## src/rtl/reorder_buffer_pkg.sv

```systemverilog
// Shared ROB parameters, tag encoding and instruction-type codes.
// Tags are shared with the register file and reservation stations.
package reorder_buffer_pkg;

  localparam int ROB_SIZE = 16;
  localparam int IDX_W    = 4;
  localparam int TAG_W    = 5;
  localparam int DATA_W   = 32;
  localparam int REG_W    = 5;

  localparam logic [TAG_W-1:0] EMPTY_TAG = 5'b10000;

  typedef enum logic [1:0] {
    TYPE_ALU    = 2'd0,
    TYPE_STORE  = 2'd1,
    TYPE_BRANCH = 2'd2
  } instr_type_e;

  function automatic logic [TAG_W-1:0] idx_to_tag(input logic [IDX_W-1:0] idx);
    return {1'b0, idx};
  endfunction

endpackage

```

## src/rtl/reorder_buffer.sv

```systemverilog
// Circular in-order retirement buffer: allocates at tail, captures CDB results,
// retires one entry per cycle from head and flushes on branch mispredict.
module reorder_buffer
  import reorder_buffer_pkg::*;
(
  input  logic              clk,
  input  logic              rst,
  input  logic              rdy,
  input  logic              issue_valid,
  input  logic [1:0]        issue_type,
  input  logic [REG_W-1:0]  issue_rd,
  input  logic [DATA_W-1:0] issue_pred_pc,
  output logic [TAG_W-1:0]  issue_tag,
  output logic              rob_full,
  input  logic              cdb_valid,
  input  logic [TAG_W-1:0]  cdb_tag,
  input  logic [DATA_W-1:0] cdb_data,
  input  logic [DATA_W-1:0] cdb_real_pc,
  input  logic [TAG_W-1:0]  q1_tag,
  input  logic [TAG_W-1:0]  q2_tag,
  output logic              q1_ready,
  output logic              q2_ready,
  output logic [DATA_W-1:0] q1_data,
  output logic [DATA_W-1:0] q2_data,
  output logic              if_commit,
  output logic [REG_W-1:0]  pos_commit,
  output logic [DATA_W-1:0] data_commit,
  output logic [TAG_W-1:0]  tag_commit,
  output logic              store_commit,
  output logic [TAG_W-1:0]  store_tag,
  output logic              clear,
  output logic [DATA_W-1:0] jump_pc
);

  logic [ROB_SIZE-1:0] busy_q, busy_d, ready_q, ready_d;
  logic [1:0]          type_q  [ROB_SIZE];
  logic [REG_W-1:0]    rd_q    [ROB_SIZE];
  logic [DATA_W-1:0]   value_q [ROB_SIZE];
  logic [DATA_W-1:0]   pred_q  [ROB_SIZE];
  logic [DATA_W-1:0]   real_q  [ROB_SIZE];

  logic [IDX_W-1:0]  head_q, head_d, tail_q, tail_d;
  logic [IDX_W:0]    count_q, count_d;
  logic              if_commit_q, if_commit_d, store_commit_q, store_commit_d;
  logic              clear_q, clear_d;
  logic [REG_W-1:0]  pos_q, pos_d;
  logic [DATA_W-1:0] data_q, data_d, jump_q, jump_d;
  logic [TAG_W-1:0]  tag_q, tag_d, store_tag_q, store_tag_d;

  logic             full, alloc_go, wb_go, commit_go;
  logic [IDX_W-1:0] cdb_idx;

  assign full    = (count_q == (IDX_W+1)'(ROB_SIZE));
  assign cdb_idx = cdb_tag[IDX_W-1:0];

  // The clear cycle drops all inputs and holds off commit until the flush lands.
  assign alloc_go  = rdy && !clear_q && issue_valid && !full;
  assign wb_go     = rdy && !clear_q && cdb_valid && !cdb_tag[TAG_W-1] && busy_q[cdb_idx];
  assign commit_go = rdy && !clear_q && busy_q[head_q] && ready_q[head_q];

  always_comb begin
    busy_d         = busy_q;
    ready_d        = ready_q;
    head_d         = head_q;
    tail_d         = tail_q;
    count_d        = count_q;
    pos_d          = pos_q;
    data_d         = data_q;
    tag_d          = tag_q;
    store_tag_d    = store_tag_q;
    jump_d         = jump_q;
    if_commit_d    = 1'b0;
    store_commit_d = 1'b0;
    clear_d        = 1'b0;
    if (rdy && clear_q) begin
      busy_d  = '0;
      ready_d = '0;
      head_d  = '0;
      tail_d  = '0;
      count_d = '0;
    end else if (rdy) begin
      if (wb_go) ready_d[cdb_idx] = 1'b1;
      if (alloc_go) begin
        busy_d[tail_q]  = 1'b1;
        ready_d[tail_q] = 1'b0;
        tail_d          = tail_q + IDX_W'(1);
      end
      if (commit_go) begin
        busy_d[head_q]  = 1'b0;
        ready_d[head_q] = 1'b0;
        head_d          = head_q + IDX_W'(1);
        if (type_q[head_q] == TYPE_STORE) begin
          store_commit_d = 1'b1;
          store_tag_d    = idx_to_tag(head_q);
        end else begin
          if (rd_q[head_q] != '0) begin
            if_commit_d = 1'b1;
            pos_d       = rd_q[head_q];
            data_d      = value_q[head_q];
            tag_d       = idx_to_tag(head_q);
          end
          if (type_q[head_q] == TYPE_BRANCH && real_q[head_q] != pred_q[head_q]) begin
            clear_d = 1'b1;
            jump_d  = real_q[head_q];
          end
        end
      end
      count_d = count_q + (IDX_W+1)'(alloc_go) - (IDX_W+1)'(commit_go);
    end
  end

  always_ff @(posedge clk) begin
    if (rst) begin
      busy_q         <= '0;
      ready_q        <= '0;
      head_q         <= '0;
      tail_q         <= '0;
      count_q        <= '0;
      if_commit_q    <= 1'b0;
      store_commit_q <= 1'b0;
      clear_q        <= 1'b0;
      pos_q          <= '0;
      data_q         <= '0;
      tag_q          <= '0;
      store_tag_q    <= '0;
      jump_q         <= '0;
    end else begin
      busy_q         <= busy_d;
      ready_q        <= ready_d;
      head_q         <= head_d;
      tail_q         <= tail_d;
      count_q        <= count_d;
      if_commit_q    <= if_commit_d;
      store_commit_q <= store_commit_d;
      clear_q        <= clear_d;
      pos_q          <= pos_d;
      data_q         <= data_d;
      tag_q          <= tag_d;
      store_tag_q    <= store_tag_d;
      jump_q         <= jump_d;
    end
  end

  // Payload storage needs no reset: busy/ready gate every read.
  always_ff @(posedge clk) begin
    if (alloc_go) begin
      type_q[tail_q] <= issue_type;
      rd_q[tail_q]   <= issue_rd;
      pred_q[tail_q] <= issue_pred_pc;
    end
    if (wb_go) begin
      value_q[cdb_idx] <= cdb_data;
      real_q[cdb_idx]  <= cdb_real_pc;
    end
  end

  always_comb begin
    q1_ready = 1'b0;
    q1_data  = '0;
    if (q1_tag[TAG_W-1]) begin
      q1_ready = 1'b1;
    end else if (cdb_valid && cdb_tag == q1_tag) begin
      q1_ready = 1'b1;
      q1_data  = cdb_data;
    end else if (ready_q[q1_tag[IDX_W-1:0]]) begin
      q1_ready = 1'b1;
      q1_data  = value_q[q1_tag[IDX_W-1:0]];
    end
  end

  always_comb begin
    q2_ready = 1'b0;
    q2_data  = '0;
    if (q2_tag[TAG_W-1]) begin
      q2_ready = 1'b1;
    end else if (cdb_valid && cdb_tag == q2_tag) begin
      q2_ready = 1'b1;
      q2_data  = cdb_data;
    end else if (ready_q[q2_tag[IDX_W-1:0]]) begin
      q2_ready = 1'b1;
      q2_data  = value_q[q2_tag[IDX_W-1:0]];
    end
  end

  assign issue_tag    = idx_to_tag(tail_q);
  assign rob_full     = full;
  assign if_commit    = if_commit_q;
  assign pos_commit   = pos_q;
  assign data_commit  = data_q;
  assign tag_commit   = tag_q;
  assign store_commit = store_commit_q;
  assign store_tag    = store_tag_q;
  assign clear        = clear_q;
  assign jump_pc      = jump_q;

endmodule

```

## config.mk

```make
export PLATFORM = sky130hd
export DESIGN_NAME = reorder_buffer
export DESIGN_NICKNAME = d
export VERILOG_FILES = /design/src/rtl/reorder_buffer_pkg.sv /design/src/rtl/reorder_buffer.sv
export SDC_FILE = /design/constraint.sdc
export NUM_CORES = 2
export LEC_CHECK = 0
export ABC_AREA = 1
export BUFFER_PORTS_ARGS = -buffer_cell sky130_fd_sc_hd__buf_4
export CORE_AREA = 5 5 459 461
export CTS_CLUSTER_SIZE = 24
export DETAILED_ROUTE_END_ITERATION = 10
export DIE_AREA = 0 0 464 466
export GPL_ROUTABILITY_DRIVEN = 0
export MAX_ROUTING_LAYER = met4
export PLACE_DENSITY_LB_ADDON = 0.08
export REMOVE_ABC_BUFFERS = 1
export SLEW_MARGIN = 20
export SYNTH_ARGS = -nofsm -noshare
export SYNTH_HDL_FRONTEND = slang
export SYNTH_SLANG_ARGS = --single-unit
```

## constraint.sdc

```tcl
create_clock -name clk -period 6.3 [get_ports clk]
set_clock_uncertainty 0.15 [all_clocks]
set_input_delay 1.26 -clock clk [delete_from_list [all_inputs] [get_ports clk]]
set_output_delay 1.26 -clock clk [all_outputs]
set_load 0.01 [all_outputs]
```

After elaboration in Yosys (flattened, before gate mapping):

Memory sizes are Yosys's and may differ from the RTL's. A register that Yosys moved wholly into a read port is not among the register bits.
Index checks and enable logic that the tools add are counted.

* register bits: 93
* latch bits: 0
* memory bits (writable): 1648
* bits in read-only memories: 0
* input bits: 123
* output and inout bits: 154
* word-level logic and storage cells: 127
* memories: 5

* add/subtract/negate cells: 4
* $mul: 0
* divide/modulo/power cells: 0
* magnitude comparators: 8
* eq/ne operators: 6
* shifts and indexed selects: 0
* mux-type cells: 54
* bitwise logic cells: 11
* reduce and logical (&&, ||, !) cells: 27

Memory list
* pred_q: depth 16, width 32, read ports 1, clocked after Yosys merged registers in 1, wr ports 1, line reorder_buffer.sv:39 `logic [DATA_W-1:0] pred_q [ROB_SIZE];`
* real_q: depth 16, width 32, read ports 1, clocked after Yosys merged registers in 1, wr ports 1, line reorder_buffer.sv:40 `logic [DATA_W-1:0] real_q [ROB_SIZE];`
* value_q: depth 16, width 32, read ports 3, clocked after Yosys merged registers in 1, wr ports 1, line reorder_buffer.sv:38 `logic [DATA_W-1:0] value_q [ROB_SIZE];`
* rd_q: depth 16, width 5, read ports 1, clocked after Yosys merged registers in 1, wr ports 1, line reorder_buffer.sv:37 `logic [REG_W-1:0] rd_q [ROB_SIZE];`
* type_q: depth 16, width 2, read ports 1, clocked after Yosys merged registers in 1, wr ports 1, line reorder_buffer.sv:36 `logic [1:0] type_q [ROB_SIZE];`

Operators by type and width (count)
* $mux W32: 6
* $mux W16: 11
* $and A16 B16 Y16: 3
* $mux W4: 8
* $ne A32 B32 Y1: 1
* $not A16 Y16: 2
* $or A16 B16 Y16: 2
* $lt A4 B5 Y1 const B: 5
* $mux W1: 21
* $bmux W1 S4: 5
* $logic_and A1 B1 Y1: 15
* $demux W1 S4: 3
* $ge A4 B1 Y1 const B: 3
* $eq A5 B5 Y1: 2
* $reduce_and A5 Y1: 2
* $add A4 B1 Y4 const B: 2
* $add A5 B1 Y5: 1
* $eq A5 B5 Y1 const B: 1
* $reduce_bool A5 Y1: 1
* $reduce_or A5 Y1: 1
* $sub A5 B1 Y5: 1
* $not A1 Y1: 4
* $reduce_and A2 Y1: 2
* $reduce_and A4 Y1: 1
* 5 further kinds: 7

Longest topological paths before layout:

* word-level depth: 14
* mapped depth: 22

Worst setup path after synthesis:

Ideal clock, no wire load.

* path type: input to register
* from: input port cdb_tag[1]
* to: memory real_q[13][0] (enable)
* setup time: 0.487 ns
* arrival: 5.035 ns
* setup slack: 0.629 ns
* stages: 9
* cells stage by stage: clkbuf_1 nor2_1 a22oi_1 o221ai_1 nand2_1 nand2_1 o21a_1 nand2_1 nor2_1

* cells in the longest elaborated chain, start to end: 5

Ends and longest elaborated chain
* from (decl): line reorder_buffer.sv:16 `input logic [TAG_W-1:0] cdb_tag,`
* $bmux W1 S4: line reorder_buffer.sv:58 `assign wb_go = rdy && !clear_q && cdb_valid && !cdb_tag[TAG_W-1] && busy_q[cdb_idx];`
* $mux W1 (not written as such): line reorder_buffer.sv:58
* $logic_and A1 B1 Y1: line reorder_buffer.sv:58
* $mux W1: line reorder_buffer.sv:151 `if (wb_go) begin`
* $mux W1 (not written as such): line reorder_buffer.sv:153 `real_q[cdb_idx] <= cdb_real_pc;`
* to (decl): line reorder_buffer.sv:40

Parallel ways exist; a longest one is shown, timed or not. The select of a mux whose other input is x is not followed.

Worst setup path after layout:

* from: input port q2_tag[0]
* to: output port q2_data[21]

* cells in the longest elaborated chain, start to end: 5
* elaborated cells between the ends (all ways): 8
* classes of those cells: eq/ne (1); mux (5); reduce/logical (1); memory (1)

Ends and longest elaborated chain
* from (decl): line reorder_buffer.sv:20 `input logic [TAG_W-1:0] q2_tag,`
* $bmux W1 S4: line reorder_buffer.sv:179 `end else if (ready_q[q2_tag[IDX_W-1:0]]) begin`
* $mux W1 (not written as such): line reorder_buffer.sv:179
* $mux W32: line reorder_buffer.sv:179
* $mux W32 *: line reorder_buffer.sv:176 `end else if (cdb_valid && cdb_tag == q2_tag) begin`
* $mux W32 *: line reorder_buffer.sv:174 `if (q2_tag[TAG_W-1]) begin`
* to (decl): line reorder_buffer.sv:24 `output logic [DATA_W-1:0] q2_data,`

Mark *: on every way between the ends. The rest lies on a longest branch, timed or not. The select of a mux whose other input is x is not followed.

==> flow_summary_export.csv <==
group,metric,value,unit
critical_path,cp.required,4.89,ns
global_route,grt_pass1_vias,58833,
yosys,async_flop_share,0,%
final_layout,nets,8389,
global_route,grt_overflow,0,
pwr,p_per_area,272,nW/um^2
final_layout,area_growth,13.8,%
final_layout,final_area,93200,um^2
floorplan,start_util,39.8,%
yosys,synth_seq_cells,1777,
critical_path,slowest_stage,"a311oi_1",
yosys,syn_inst,8227,
clock_tree,htree_levels,4,
clock_tree,hold_buffers,0,
min_path,min_from,"count_q[4]",
drt,num_vias,63339,
drt,wl_per_cell,25.4,um
timing,rsz0062_at_grt,"no",
critical_path,crit_type,"primary input to primary output",
min_path,min_path_type,"flop to flop",
clock_tree,cts_tree,"yes",
critical_path,r2r_setup_slack,1.58,ns
yosys,synthFlopType,"edfxtp_1",
clock_tree,clk_latency,0.86,ns
drt,wl_met2,129000,um
timing,setup_tns,0,ns
critical_path,startpoint,"q2_tag[0]",
timing,period_needed,5.73,ns
yosys,yosysSeqAreaShare,63.6,%
yosys,syn-mean-instance-area,9.95,um^2
global_route,antenna_found_initial,24,
critical_path,end_kind,"primary output",
critical_path,slowest_delay,0.82,ns
min_path,min_to,"count_q[4]",
floorplan,row_count,167,
drt,drt_wl_total,283000,um
floorplan,core_area,206000,um^2
global_route,grt_pass1_wl,410000,um
drt,routed_via_density,5.68,
clock_tree,clkSinkCount,1777,
drt,dr.first_iter.drc_count,6748,
critical_path,worstPathArrival,4.32,ns
global_route,grt_start_max_net_pins,200,
timing,final.period_utilization,91.0,%
critical_path,path_cells,"buf_8, buf_4, buf_4, o21ai_0, o21ai_0, o221ai_1, a311oi_1, buf_4",
drt,ant_nets,0,
timing,max_slew_margin,21.6,%
timing,worst_slack,0.567,ns
placement,io_buffers,273,
critical_path,rr_worst_depth,20,
drt,drc,0,
yosys,synth_edf_count,1648,
floorplan,io_pins,277,
clock_tree,clock_path_buffers,3,
critical_path,crit_fanout,78,
yosys,synth_area_leaders,"edfxtp_1 (60%), o21ai_0 (7.6%), nand2_1 (6.8%)",
timing,timing.fmax,174,MHz
clock_tree,post-cts-setup-buffer-count,0,
drt,met1_length,126000,um
floorplan,die_w,464,um
clock_tree,cts_made_buffers,199,
critical_path,crit_top_cell,"buf_4",
drt,firstDrtPassIters,7,
clock_tree,clk_pin_slew,0.05,ns
drt,dr_wl_met3,20500,um
yosys,netlist_area,81900,um^2
yosys,synthTopCellsByCount,"edfxtp_1 (1648), nand2_1 (1478), o21ai_0 (1243)",
pwr,p_leak,33.7,nW
critical_path,reg2reg_from,"head_q[0]",
yosys,synth.most_common_cell,"edfxtp_1",
yosys,yosysTopAreaCell,"edfxtp_1",
floorplan,die_y,466,um
timing,finalMaxSlewViolations,0,
final_layout,drive_gt1_share,9.37,%
yosys,yosys_warnings,0,
job,maxCapViolations,0,
clock_tree,cts_root_buf,"clkbuf_16",
placement,placed_cell_area,86800,um^2
yosys,synth_top_area_share,60.4,%
clock_tree,cts-resized-gates,0,
critical_path,r2r_end,"count_q[4]",
placement,post-place-ws,0.689,ns
floorplan,dieArea,216000,um^2
critical_path,start_kind,"primary input",
placement,dp_hpwl,153000,um
timing,setup-violations-final,0,
timing,worst_pin_slew,1.17,ns
min_path,hold_depth,1,
timing,hold_violations,0,
run_status,status,"finished, final reports clean",
global_route,grt_usage,26.1,%
yosys,synth.distinct_cells,41,
drt,top_layer_used,"met4",
pwr,irDropWorstVdd,0.297,mV
cell type report:
cell class	count	area, um^2
diodes	20	50.0
clock buffers	262	5390
clock inverters	115	955
fillers	19245	113000
inverters	609	2330
multi-input cells	5225	25200
flip-flops and latches	1777	52100
well taps	2704	3380
repair buffers	439	3810
stage by stage:
step	power [W]	hold WS [ns]	cells	utilization, %
after floorplan	0.0136	0.274	7611	-
after global placement	0.0142	0.291	10754	42.1
after detailed placement	0.0142	0.304	10754	42.1
after CTS	0.0256	0.312	11131	45.2
after global routing	0.0262	0.328	11149	45.2
final	0.0254	0.310	11151	45.2
where the power goes:
group / total, W / switching (W) / internal, W
combinational: 0.00109 / 0.000790 / 0.000299
clock: 0.0114 / 0.00490 / 0.00647
sequential: 0.0129 / 0.0000103 / 0.0129
total: 0.0254 / 0.00570 / 0.0197
cells by family (layout without fill, tap and decap cells):
logic type	Yosys count	after routing	synth area share (%)
AO/OA/AOI/OAI	2420	2420	16.5
XOR/XNOR	12	12	0.128
adder cells (fa/ha/maj)	15	15	0.238
flip-flops	1777	1777	63.6
buffers and inverters	1227	1425	5.96
AND/OR/NAND/NOR	2775	2775	13.6
other	1	23	0.00458
worst max-delay path: cells and delay by family:
| kind | cells | cell delay (ns) |
|---|---|---|
| compound gates | 4 | 1.33 |
| buf+inv | 4 | 1.64 |
cells in the final DEF (no fill, tap or decap), drive strengths merged, types with 140 or more instances in the layout:
cell type  netlist  layout
buf            242     437
o21ai         1261    1261
nand3          517     517
inv            586     587
clkbuf         376     264
o221ai         140     140
edfxtp        1648    1648
nand2         1478    1478
a21oi          728     728
nor2           756     756
how the worst max path moves through the flow:
stage,slack (ns),endpoint,cells past startpoint
floorplan,-21.51,jump_pc[0],11
global placement,0.65,q1_data[30],9
detailed placement,0.69,q1_data[30],9
CTS,0.65,q1_data[30],9
global route,0.42,q2_data[21],8
finish,0.57,q2_data[21],8
sequential cells by signal, indices dropped and copies added, names as in the netlist, named ones only:
register / count
pred_q: 512
real_q: 512
value_q: 512
rd_q: 80
data_commit: 32
jump_pc: 32
type_q: 32
busy_q: 16
ready_q: 16
count_q: 5
pos_commit: 5
head_q: 4
store_tag: 4
tag_commit: 4
tail_q: 4
clear: 1
if_commit: 1
store_commit: 1
per-layer routing:
layer,GRT usage [%],vias up
li1,-,29145
met3,3.73,483
met5,-,-
met4,8.02,0
met2,40.0,2683
met1,36.1,31028
Note: power is estimated with default switching activity, not from simulation.
